--- config.mk ---
export PLATFORM = sky130hd
export DESIGN_NAME = cam_pe
export DESIGN_NICKNAME = d
export VERILOG_FILES = /design/src/rtl/cam_pe.sv
export SDC_FILE = /design/constraint.sdc
export NUM_CORES = 1
export LEC_CHECK = 0
export CAP_MARGIN = 20
export CORE_UTILIZATION = 55
export DETAILED_ROUTE_END_ITERATION = 8
export DONT_BUFFER_PORTS = 1
export GPL_TIMING_DRIVEN = 0
export MAX_ROUTING_LAYER = met4
export PLACE_DENSITY = 0.76
export SETUP_SLACK_MARGIN = 0.2
export SLEW_MARGIN = 10
export SYNTH_ARGS = -nofsm -noshare
export SYNTH_HDL_FRONTEND = slang
export SYNTH_SLANG_ARGS = --single-unit
--- constraint.sdc ---
create_clock -name Clk -period 2.99 [get_ports Clk]
set_input_delay 0.7475 -clock Clk [delete_from_list [all_inputs] [get_ports Clk]]
set_output_delay 0.7475 -clock Clk [all_outputs]
set_load 0.01 [all_outputs]
--- src/rtl/cam_pe.sv ---
// Parametrised DATA_WIDTH x 2**ADDR_WIDTH CAM: per-entry valid bits, erase, sequenced flush,
// registered priority-encoded compare. Optional ternary compare mask under macro CAM_MASK_EN.
module cam_pe #(
    parameter int DATA_WIDTH = 4,
    parameter int ADDR_WIDTH = 2
) (
    input  logic                  Clk,
    input  logic                  Rest,
    input  logic                  Writ_Enable,
    input  logic [ADDR_WIDTH-1:0] WR_Addr,
    input  logic [DATA_WIDTH-1:0] Data_IN,
    input  logic                  Erase_Enable,
    input  logic                  Flush,
    input  logic                  CMP_Enable,
    input  logic [DATA_WIDTH-1:0] CMP_Din,
`ifdef CAM_MASK_EN
    input  logic [DATA_WIDTH-1:0] CMP_Mask,
`endif
    output logic                  Busy,
    output logic                  Match_Valid,
    output logic                  Match,
    output logic                  Multi_Match,
    output logic [ADDR_WIDTH-1:0] Match_Addr,
    output logic [ADDR_WIDTH:0]   Hit_Count
);

    localparam int DEPTH = 1 << ADDR_WIDTH;

    typedef enum logic [0:0] {
        IDLE  = 1'b0,
        FLUSH = 1'b1
    } state_t;

    state_t                  state_r;
    logic [ADDR_WIDTH-1:0]   cnt_r;
    logic                    busy_r;
    logic [DEPTH-1:0]        valid_r;
    logic [DATA_WIDTH-1:0]   data_r [DEPTH];

    logic                    match_valid_r;
    logic                    match_r;
    logic                    multi_match_r;
    logic [ADDR_WIDTH-1:0]   match_addr_r;
    logic [ADDR_WIDTH:0]     hit_count_r;

    logic [DATA_WIDTH-1:0]   care_s;
    logic [DEPTH-1:0]        match_vec_s;
    logic [ADDR_WIDTH-1:0]   match_addr_s;
    logic [ADDR_WIDTH:0]     hit_cnt_s;

    // Select which key bits take part in the compare.
    always_comb begin
`ifdef CAM_MASK_EN
        care_s = ~CMP_Mask;
`else
        care_s = {DATA_WIDTH{1'b1}};
`endif
    end

    // Match vector over current contents, lowest-index encoder and population count.
    always_comb begin
        match_vec_s  = {DEPTH{1'b0}};
        match_addr_s = {ADDR_WIDTH{1'b0}};
        hit_cnt_s    = {(ADDR_WIDTH+1){1'b0}};
        for (int i = 0; i < DEPTH; i++) begin
            match_vec_s[i] = valid_r[i] &&
                             (((data_r[i] ^ CMP_Din) & care_s) == {DATA_WIDTH{1'b0}});
        end
        // Walking downward leaves the lowest matching index as the final value.
        for (int i = DEPTH - 1; i >= 0; i--) begin
            match_addr_s = match_vec_s[i] ? ADDR_WIDTH'(i) : match_addr_s;
            hit_cnt_s    = hit_cnt_s + {{ADDR_WIDTH{1'b0}}, match_vec_s[i]};
        end
    end

    // Flush sequencer and valid-bit maintenance; flush clears win over erase, erase over write.
    always_ff @(posedge Clk or posedge Rest) begin
        if (Rest) begin
            state_r <= IDLE;
            cnt_r   <= {ADDR_WIDTH{1'b0}};
            busy_r  <= 1'b0;
            valid_r <= {DEPTH{1'b0}};
        end else begin
            case (state_r)
                IDLE: begin
                    if (Erase_Enable) begin
                        valid_r[WR_Addr] <= 1'b0;
                    end else if (Writ_Enable) begin
                        valid_r[WR_Addr] <= 1'b1;
                    end else begin
                        valid_r <= valid_r;
                    end
                    if (Flush) begin
                        valid_r[0] <= 1'b0;
                        state_r    <= FLUSH;
                        cnt_r      <= {ADDR_WIDTH{1'b0}};
                        busy_r     <= 1'b1;
                    end else begin
                        state_r <= IDLE;
                        busy_r  <= 1'b0;
                    end
                end
                FLUSH: begin
                    valid_r[cnt_r] <= 1'b0;
                    if (cnt_r == ADDR_WIDTH'(DEPTH - 1)) begin
                        state_r <= IDLE;
                        busy_r  <= 1'b0;
                        cnt_r   <= {ADDR_WIDTH{1'b0}};
                    end else begin
                        cnt_r <= cnt_r + {{(ADDR_WIDTH-1){1'b0}}, 1'b1};
                    end
                end
                default: begin
                    state_r <= IDLE;
                    busy_r  <= 1'b0;
                    cnt_r   <= {ADDR_WIDTH{1'b0}};
                end
            endcase
        end
    end

    // Data array is deliberately left unreset; only the valid bits carry meaning.
    always_ff @(posedge Clk) begin
        if (Writ_Enable && !Erase_Enable && !busy_r) begin
            data_r[WR_Addr] <= Data_IN;
        end
    end

    // Registered compare results, held between compares.
    always_ff @(posedge Clk or posedge Rest) begin
        if (Rest) begin
            match_valid_r <= 1'b0;
            match_r       <= 1'b0;
            multi_match_r <= 1'b0;
            match_addr_r  <= {ADDR_WIDTH{1'b0}};
            hit_count_r   <= {(ADDR_WIDTH+1){1'b0}};
        end else if (CMP_Enable && !busy_r) begin
            match_valid_r <= 1'b1;
            match_r       <= |match_vec_s;
            multi_match_r <= (hit_cnt_s >= (ADDR_WIDTH+1)'(2));
            match_addr_r  <= match_addr_s;
            hit_count_r   <= hit_cnt_s;
        end else begin
            match_valid_r <= 1'b0;
        end
    end

    assign Busy        = busy_r;
    assign Match_Valid = match_valid_r;
    assign Match       = match_r;
    assign Multi_Match = multi_match_r;
    assign Match_Addr  = match_addr_r;
    assign Hit_Count   = hit_count_r;

endmodule

# After elaboration in Yosys (flattened, before gate mapping)
# Memories as Yosys holds them, arrays and structs flattened.
# Cells that the tools add are included.
[word_totals] reg_bits=16 ram_bits=16 mem_count=1
[memory_table] name="data_r" depth=4 width=4 rd=4 rd_ports_with_merged_regs=0 write_ports=1 line_no="38" rtl="logic [DATA_WIDTH-1:0] data_r [DEPTH];"
[classes] n_addsub=4 order_cmp=5 n_eq_ne=5 muxes=23 n_bitwise=10 reduce_logical=16
[ops] operator="$logic_not A4 Y1" count=4
[ops] operator="$xor A4 B4 Y4" count=4
[ops] operator="$mux W2" count=6
[ops] operator="$logic_and A1 B1 Y1" count=9
[ops] operator="$mux W1" count=9
[ops] operator="$and A4 B4 Y4" count=2
[ops] operator="$mux W4" count=2
[ops] operator="$not A4 Y4" count=2
[ops] operator="$pmux W4 S2" count=1
[ops] operator="$lt A2 B3 Y1 const B" count=2
[ops] operator="$demux W1 S2" count=2
[ops] operator="$ge A2 B1 Y1 const B" count=2
[ops] operator="$ne A4 B4 Y1 const B" count=1
[ops] operator="$or A4 B4 Y4" count=1
[ops] operator="$pmux W1 S2" count=2
[ops] operator="$pmux W2 S2" count=1
[ops] operator="$reduce_or A4 Y1" count=1
[ops] operator="$add A2 B1 Y3" count=1
[ops] operator="$add A3 B1 Y3" count=1
[ops] operator="$ge A3 B2 Y1 const B" count=1
[ops] operator="$ne A3 B3 Y1 const B" count=1
[ops] operator="$add A1 B1 Y2" count=1
[ops] operator="$add A2 B1 Y2 const B" count=1
[ops] operator="$eq A2 B2 Y1 const B" count=1
[ops] operator="4 further kinds" count=5

# Longest topological paths before layout
[logic_depth] depth_word=9 depth_mapped=11 mapped_depth_nobuf=11

# Worst setup path after synthesis
# OpenSTA, ideal clock, no wires.
[synth_path] kind="input port to flip-flop" start="input port CMP_Din[2]" end="register hit_count_r[1], in the netlist Hit_Count[1]" setup_ps=117 arrival_ps=2590 required_time_ps=2873 slack_ps=283 path_stages=10 cell_sequence="xor2_1 nor4_1 inv_1 fa_1 inv_1 ha_1 inv_1 ha_1 nand2_1 nand2_1"
[synth_between] elab_chain_len=6 elab_cells_between_ends=15 classes_between="add/sub: 3; bitwise: 4; reduce/logical: 8"
[synth_lines] element="start, declared" line_no="15" rtl="input logic [DATA_WIDTH-1:0] CMP_Din,"
[synth_lines] element="$xor A4 B4 Y4" line_no="67" rtl="(((data_r[i] ^ CMP_Din) & care_s) == {DATA_WIDTH{1'b0}});"
[synth_lines] element="$logic_not A4 Y1" line_no="67"
[synth_lines] element="$logic_and A1 B1 Y1" line_no="66" rtl="match_vec_s[i] = valid_r[i] &&"
[synth_lines] element="$add A1 B1 Y2" line_no="72" rtl="hit_cnt_s = hit_cnt_s + {{ADDR_WIDTH{1'b0}}, match_vec_s[i]};"
[synth_lines] element="$add A2 B1 Y3" line_no="72"
[synth_lines] element="$add A3 B1 Y3 (*)" line_no="72"
[synth_lines] element="net hit_cnt_s[1]" line_no="49" rtl="logic [ADDR_WIDTH:0] hit_cnt_s;"
[synth_lines] element="end signal, assigned" line_no="136" rtl="hit_count_r <= {(ADDR_WIDTH+1){1'b0}};"
[synth_lines] element="end signal, assigned" line_no="142" rtl="hit_count_r <= hit_cnt_s;"
[synth_lines] element="end, declared" line_no="44" rtl="logic [ADDR_WIDTH:0] hit_count_r;"
# Mark *: on every way through the listed nets, which the timed path passes. The rest lies on a longest branch.
# A chain may end at the register's enable or synchronous reset.

# Final worst setup path
# Same ends and word-level chain as after synthesis.

==> results.cfg <==
[power_and_ir_drop]
power.leakage_nw = 0.700
power_density_mw_per_mm2 = 634
total_power_mw = 1.07
ir_drop_mv = 0.590

[critical_path]
cp_max_fo = 4
r2r-start = data_r[0][2]
critPathKind = primary input to flip-flop
critPathArrivalTime_ns = 2.84
crit_chain = xor2_1 -> nor4_1 -> inv_1 -> fa_1 -> inv_1 -> ha_1 -> inv_1 -> ha_1 -> nand2_1 -> nand2_1
crit_family = adder cells
cpPeakStageDelay_ns = 0.64
crit_buf_inv = 3
cp.required_ns = 3.22
cpMostUsedCell = inv_1
endpoint_kind = flip-flop
cpMaxStageDelayCell = nor4_1
crit_start = CMP_Din[2]
startpoint_type = primary input

[job]
maxCapViolations = 0

[drt]
drc = 0
num_vias = 961
postRouteAntennaNets = 0
first_pass_iters = 4
via_per_inst = 5.55
avgRoutedWirePerCell_um = 15.4
drt_iter0_drc = 17
wl_mm = 2.66

[logic_synthesis]
synthesis.area_mm2 = 0.00158
yosys-top-cells-area = edfxtp_1 (30%), dfrtp_1 (25%), ha_1 (6.3%), xor2_1 (5.5%), nand2_1 (5.0%)
synth_edf_count = 16
synth_common_cells = nand2_1 (21), dfrtp_1 (16), edfxtp_1 (16)
ys.flop_type = edfxtp_1
ys_seq_area_share_pct = 55.7
synth_area_leader_cell = edfxtp_1
synth_async_sr_flop_share_pct = 50.0
yosysMostFrequentCell = nand2_1
synth_warnings = 0
yosys.cell_types.count = 33
yosysTopAreaCellShare_pct = 30.4
synth_fp_nets = 159
synth_seq_cells = 32
syn_inst = 134
synth_area_per_cell_um2 = 11.8

[sta]
clock.fmax_ghz = 0.382
finalSetupTns_ns = 0
worst_pin_slew_ns = 0.705
finalClockSkew_ns = 0.0148
finalSetupViolations = 0
finalHoldViolCount = 0
relSlewSlack_pct = 52.5
period_share_pct = 87.6
rsz0062_at_grt = no
period_needed_ns = 2.62
report.final.slew_viol_count = 0

[global_routing]
track_usage_pct = 20.9
antenna_found_initial = 0
grt_start_max_net_pins = 17
grt-ovfl-total = 0
grt_pass1_wl_mm = 4.60
grt_pass1_vias = 992

[placement]
io_buffers = 0
place.detailed.hpwl_mm = 2.03
postPlaceCellArea_mm2 = 0.00162
gp_congestion = 0.781

[cells_and_area]
syn2layout_area_growth_pct = 6.32
n_antenna_cell = 0
fin_nets = 166
fillers = 221
drive_gt1_share_pct = 12.7
final_area_mm2 = 0.00168

[cts]
cts-root-buf = clkbuf_4
ctsResizeCount = 0
cts_hold_buffers = 0
numCtsBuffers = 5
insertion_delay_ns = 0.33
post_cts_buffers = 0
clock_sink_count = 32
ctsLongestPathBuffers = 2
clk_pin_slew_worst_paths_ns = 0.10
cts_tree = built
htree_levels = 2

[die]
placementRows = 19
pin_count = 25
die_w_um = 55.6
fp.dieArea_mm2 = 0.00310
die_h_um = 55.6
initial_core_util_pct = 57.9
core_area_mm2 = 0.00273

[outcome]
outcome = completed

[hold_path]
hp-class = primary input to async pin
==> path summary, 6_finish.rpt <==
path / to / slack, ns / cells past startpoint
worst max-delay path: Hit_Count[1] / 0.37 / 10
worst min-delay path: Multi_Match / 0.35 / 1
worst max register to register: Hit_Count[1] / 0.38 / 10
worst min register to register: Hit_Count[0] / 0.56 / 2
max in group asynchronous: async pin / 2.24 / 1
min in group Clk: data_r[2][0] / 0.50 / 0
==> worst register-to-register path, cell delays in order (launching register included) <==
cell	delay, ns
edfxtp_1	0.40
xor2_1	0.16
nor4_1	0.64
inv_1	0.17
fa_1	0.52
inv_1	0.04
ha_1	0.19
inv_1	0.06
ha_1	0.21
nand2_1	0.05
nand2_1	0.06
==> power breakdown <==
| part | internal (mW) | total (mW) | switching (mW) |
|---|---|---|---|
| combinational | 0.0963 | 0.209 | 0.112 |
| clock | 0.112 | 0.258 | 0.146 |
| sequential | 0.530 | 0.600 | 0.0706 |
==> final cells by class <==
cell class              instances  area, um^2  area share, %
flip-flops and latches         32         881           52.3
well taps                      31        38.8           2.30
clock buffers                   6        51.3           3.05
clock inverters                 2        10.0          0.595
inverters                      15        56.3           3.35
multi-input cells              85         638           37.9
plain buffers                   2        7.51          0.446
==> flip-flops by register name (all words and copies together) (netlist names), named ones only <==
signal       count
Match            1
cnt_r            2
Match_Valid      1
Hit_Count        3
data_r          16
valid_r          1
Match_Addr       2
Multi_Match      1
Busy             1
state_r          1
==> per-stage QoR <==
step / setup WS, ns / utilization [%] / hold slack (ns) / std cells
2_1_floorplan: 0.283 / - / 0.514 / 134
3_3_place_gp: 0.0536 / 59.3 / 0.534 / 165
3_5_place_dp: 0.0319 / 59.3 / 0.540 / 165
4_1_cts: 0.379 / 61.6 / 0.372 / 173
5_1_grt: 0.243 / 61.6 / 0.402 / 173
6_report: 0.372 / 61.6 / 0.350 / 173
==> metal layers <==
metal	vias to the layer above	global-route usage [%]	share of wire, %
met4	0	10.7	2.2
li1	474	-	-
met2	24	32.4	48
met5	-	-	0
met1	456	25.2	44
met3	7	5.58	5.0
==> cells by family (layout without fill, tap and decap cells) <==
| group | Yosys count | count (layout) | synth area share, % |
|---|---|---|---|
| AO/OA/AOI/OAI | 20 | 20 | 11.5 |
| XOR/XNOR | 13 | 13 | 7.19 |
| adder cells (fa/ha/maj) | 9 | 9 | 7.59 |
| buffers and inverters | 17 | 25 | 4.03 |
| flip-flops | 32 | 32 | 55.7 |
| multiplexers | 1 | 1 | 0.711 |
| AND/OR/NAND/NOR | 42 | 42 | 13.4 |
==> cell usage in the layout, fill, tap and decap left out, types with 3 or more instances in the layout <==
| cell | n |
|---|---|
| clkbuf_4 | 5 |
| dfrtp_1 | 16 |
| edfxtp_1 | 16 |
| ha_1 | 8 |
| inv_1 | 13 |
| nand2_1 | 21 |
| nand2b_1 | 4 |
| nor2_1 | 4 |
| nor2b_1 | 5 |
| o22ai_1 | 4 |
| xnor2_1 | 3 |
| xor2_1 | 10 |
(Power assumes the default switching activity.)
